===== src/rtl/dmem_wbuf.sv =====
// rtl/dmem_wbuf.sv - data memory with in-order write buffer, store-to-load forwarding and drain-on-idle
// Optional: DMEM_WBUF_COALESCE_EN merges stores into a matching pending entry.
module dmem_wbuf #(
  parameter int DEPTH = 4,
  parameter int AW    = 6
) (
  input  logic                       clk,
  input  logic                       reset,
  input  logic                       MemWrite,
  input  logic                       MemRead,
  input  logic [31:0]                DataAdr,
  input  logic [31:0]                WriteData,
  output logic [31:0]                ReadData,
  output logic                       Stall,
  output logic                       Empty,
  output logic [$clog2(DEPTH):0]     BufCount
);

  localparam int PW = $clog2(DEPTH);
  localparam int CW = PW + 1;

  logic [AW-1:0] adrQ [DEPTH];
  logic [31:0]   datQ [DEPTH];
  logic [31:0]   ram  [2**AW];

  logic [PW-1:0] head, tail;
  logic [CW-1:0] count;

  logic [AW-1:0] idx;
  logic          drain, alloc, coalHit;
  logic          fwdHit;
  logic [31:0]   fwdData;
  logic [PW-1:0] fwdSlot;
  logic          unusedBits;

  assign idx   = DataAdr[AW+1:2];
  assign drain = (count != '0) && !MemRead;

  // Walk oldest to youngest so the last match found is the youngest store.
  always_comb begin
    fwdHit  = 1'b0;
    fwdData = '0;
    fwdSlot = '0;
    for (int i = 0; i < DEPTH; i++) begin
      if ((CW'(i) < count) && (adrQ[head + PW'(i)] == idx)) begin
        fwdHit  = 1'b1;
        fwdData = datQ[head + PW'(i)];
        fwdSlot = head + PW'(i);
      end
    end
  end

`ifdef DMEM_WBUF_COALESCE_EN
  // A head entry leaving this edge cannot absorb the store; it must allocate.
  assign coalHit    = MemWrite && fwdHit && !(drain && (fwdSlot == head));
  assign unusedBits = ^{DataAdr[31:AW+2], DataAdr[1:0]};
`else
  assign coalHit    = 1'b0;
  assign unusedBits = ^{DataAdr[31:AW+2], DataAdr[1:0], fwdSlot};
`endif

  assign Stall    = MemWrite && (count == CW'(DEPTH)) && !coalHit;
  assign alloc    = MemWrite && !Stall && !coalHit;
  assign ReadData = fwdHit ? fwdData : ram[idx];
  assign Empty    = (count == '0);
  assign BufCount = count;

  always_ff @(posedge clk) begin
    if (!reset) begin
      head  <= '0;
      tail  <= '0;
      count <= '0;
    end else begin
      if (alloc) begin
        adrQ[tail] <= idx;
        datQ[tail] <= WriteData;
        tail       <= tail + 1'b1;
      end
      if (coalHit) begin
        datQ[fwdSlot] <= WriteData;
      end
      if (drain) begin
        ram[adrQ[head]] <= datQ[head];
        head            <= head + 1'b1;
      end
      count <= count + CW'(alloc) - CW'(drain);
    end
  end

endmodule


===== config.mk =====
export PLATFORM = sky130hd
export DESIGN_NAME = dmem_wbuf
export DESIGN_NICKNAME = d
export VERILOG_FILES = /design/src/rtl/dmem_wbuf.sv
export SDC_FILE = /design/constraint.sdc
export NUM_CORES = 2
export LEC_CHECK = 0
export ABC_AREA = 0
export CORE_MARGIN = 3
export CORE_UTILIZATION = 52
export CTS_CLUSTER_DIAMETER = 50
export DETAILED_ROUTE_END_ITERATION = 8
export PLACE_DENSITY = 0.67
export SETUP_SLACK_MARGIN = 0.05
export SLEW_MARGIN = 30
export SYNTH_ARGS = -nofsm -noshare
export SYNTH_HDL_FRONTEND = slang
export SYNTH_SLANG_ARGS = --single-unit

===== constraint.sdc =====
create_clock -name clk -period 5.2 [get_ports clk]
set_input_delay 0.78 -clock clk [delete_from_list [all_inputs] [get_ports clk]]
set_output_delay 0.78 -clock clk [all_outputs]
set_load 0.05 [all_outputs]

==> impl_metrics.toml <==
[pwr]
power_leakage_uw = 0.0314
p_per_area_mw_per_mm2 = 435
ir_worst_vdd_mv = 0.343
fin_total_pwr_uw = 43900

[floorplanning]
pin_count = 105
core_area_mm2 = 0.168
die_h_um = 418
dieWidth_um = 418
num_rows = 150
start_util_pct = 52.6
design.die.area_mm2 = 0.175

[yosys]
synth_xor_area_share_pct = 0.307
synth_nets = 4142
syn-cell-area_mm2 = 0.0884
netlist.area_leader.share_pct = 74.7
async_reset_ff_share_pct = 0
postSynthAreaPerCell_um2 = 21.7
synth_largest_area_cell = "edfxtp_1"
synth-simple-area-share_pct = 2.26
synth-adder-area-share_pct = 0.136
seq_area_frac_synth_pct = 74.9
synth_compound_area_share_pct = 2.98
synth_ff_type = "edfxtp_1"
synth_top_family_by_area = "multiplexers"
syn_inst = 4065
synth-edff-count = 2200
synth.area.top_cells = "edfxtp_1 (75%), mux4_2 (16%), mux2_2 (1.3%)"
synth_warnings = 0
ys_types = 65
ys_seq_elements = 2209
muxShareOfSynthArea_pct = 17.8

[timing]
slew_viol_final = 0
min_period_ns = 4.91
finalSetupViolations = 0
rsz0062_at_grt = "no"
max_slew_margin_pct = 34.2
hold_slack_ns = 0.397
worst_slew_pin_slew_ns = 0.987
hold_viol = 0
timing.fmax_mhz = 204
period_share_pct = 94.4
finClkSkew_ns = 0.0311

[place]
numPortBuffers = 78
globalplace.congestion = 0.902
dpl-instance-area_mm2 = 0.0937
dp_hpwl_um = 129000

[detailed_routing]
drt_wl_total_um = 223000
antenna_left = 0
dr_total_vias = 44100
drt_iter0_drc = 6134
avgRoutedWirePerCell_um = 32.8
via_per_inst = 6.51
drc = 0
drt_first_pass_iters = 6

[cells_and_area]
nNetsFinal = 4459
syn2layout_area_growth_pct = 14.1
layout-drive-gt1-share_pct = 32.1
final_core_util_pct = 60.0
finalInstanceArea_mm2 = 0.101

[cts]
cts_buffers = 213
clock-sinks = 2209
cts_buffer_depth = 3
clk_latency_ns = 0.85
cts_tree = "yes"
cts-hold-fix-buffers = 0
cts_root_buf = "clkbuf_16"
clkTransAtPathRegs_ns = 0.06
htreeDepth = 4

[setup_path]
cp.required_ns = 4.42
crit_type = "reg2out"
r2r_end = "ram[36][26]"
ff2ff_setup_slack_ns = 1.30
critPathCapture = "ReadData[27]"
cp_max_fo = 12
start_kind = "flop"
worstRegToRegCells = 5
worstSetupEndpointType = "primary output"
worstPathArrival_ns = 4.13

[grt]
antenna_found_initial = 8
grt_pass1_vias = 44000
overflow = 0
grt_pass1_wl_um = 320000
grt_start_max_net_pins = 72
track_usage_pct = 25.7

[status]
status = "finished, final reports clean"

[min_path]
hold_class = "in2reg"

[job]
drv_cap = 0
## layout by cell type (no fill, tap or decap), drive strengths merged, types with 32 or more instances in the layout
| cell | synthesis | routed |
|---|---|---|
| nand2 | 77 | 77 |
| a21oi | 41 | 41 |
| nor2 | 113 | 113 |
| nand3 | 32 | 32 |
| clkinv | 1 | 104 |
| mux2 | 103 | 103 |
| o21ai | 59 | 59 |
| clkdlybuf4s50 | 0 | 40 |
| mux2i | 58 | 58 |
| nor3 | 58 | 58 |
| o22ai | 57 | 57 |
| mux4 | 623 | 623 |
| buf | 165 | 313 |
| clkbuf | 87 | 249 |
| a211oi | 53 | 53 |
| nor2b | 47 | 47 |
| a22oi | 50 | 50 |
| edfxtp | 2200 | 2200 |
## registers in the layout, summed over array words and instances, names as in the netlist, named ones only
name / cells
ram: 2048
datQ: 128
adrQ: 24
BufCount: 3
tail: 2
head: 2
## metrics by stage
| step | instances | setup TNS [ns] | setup WS, ns |
|---|---|---|---|
| 6_report | 6777 | 0 | 0.293 |
| 5_1_grt | 6772 | 0 | 0.0840 |
| 4_1_cts | 6770 | 0 | 0.138 |
| 3_5_place_dp | 6369 | -0.141 | -0.141 |
| 3_3_place_gp | 6369 | -0.0760 | -0.0760 |
| 2_1_floorplan | 4065 | 0 | 0.837 |
## per-layer routing
layer  vias up  share of wire (%)  wire length [um]  GRT usage [%]
li1      17900                  -                 -              -
met4         0                3.2              7200           8.23
met1     23700                 40             89900           38.3
met2      2269                 47            104000           39.1
met5         -                  0                 0              0
met3       282                9.5             21200           4.87
## synth_stat cells, types with 6 or more instances
cell type	number
nor3_1	56
a22o_1	12
a21oi_1	41
a211oi_2	7
inv_1	13
ha_1	8
a22oi_1	50
nand3_1	32
mux4_2	622
a211oi_1	46
and3b_1	14
o21ai_0	59
o22ai_1	57
nor4_1	7
and3_1	7
mux2i_1	58
and2_1	18
nand2_1	77
nor2b_1	47
o2bb2ai_1	21
clkbuf_1	87
a221oi_1	14
o31ai_1	27
buf_1	28
mux2_2	103
buf_6	6
buf_2	84
buf_4	45
edfxtp_1	2200
a21o_1	6
dfxtp_1	9
a2bb2oi_1	7
nor2_1	112
xor2_1	10
xnor2_1	21
## kinds of logic after synthesis
family | Yosys count
xor+xnor | 31
fa+ha+maj | 9
flops | 2209
mux | 784
buf+inv | 266
compound gates | 368
simple gates | 398
## worst max-delay path: stages, from the launching register on
cell	delay, ns
dfxtp_2	0.55
mux4_2	0.76
xnor2_1	0.21
o2111ai_1	0.21
or2_1	0.32
nor2_1	0.36
a31oi_1	0.13
o21ai_0	0.54
buf_12	0.22
## power breakdown
part	switching [uW]	internal [uW]	total [uW]
Sequential	141	21700	21800
Clock	6560	9080	15600
Combinational	4640	1820	6450
## what timing repair did
item / CTS / global route
gates resized for setup: 3 / 1
buffers inserted: 0 / 1
setup endpoints to repair: 4 / 5
## cell type report
| type | instances | area [um2] |
|---|---|---|
| fill | 11500 | 67100 |
| sequential | 2209 | 66300 |
| multi-input combinational | 1590 | 21300 |
| clock buffer | 248 | 5590 |
| timing repair buffer | 354 | 3340 |
| tap | 2204 | 2760 |
| clock inverter | 153 | 1520 |
| inverter | 14 | 52.6 |
| antenna | 5 | 12.5 |
## worst min-delay path by stage
stage	startpoint	to	slack (ns)	cells past startpoint
3_5_place_dp	tail[1]	tail[1]	0.55	2
2_1_floorplan	tail[1]	tail[1]	0.53	2
3_3_place_gp	tail[1]	tail[1]	0.56	2
4_1_cts	DataAdr[5]	adrQ[3][3]	0.32	1
5_1_grt	DataAdr[5]	adrQ[3][3]	0.35	1
6_report	DataAdr[5]	adrQ[3][3]	0.40	1
No activity file was read; power rests on OpenSTA's default activity.
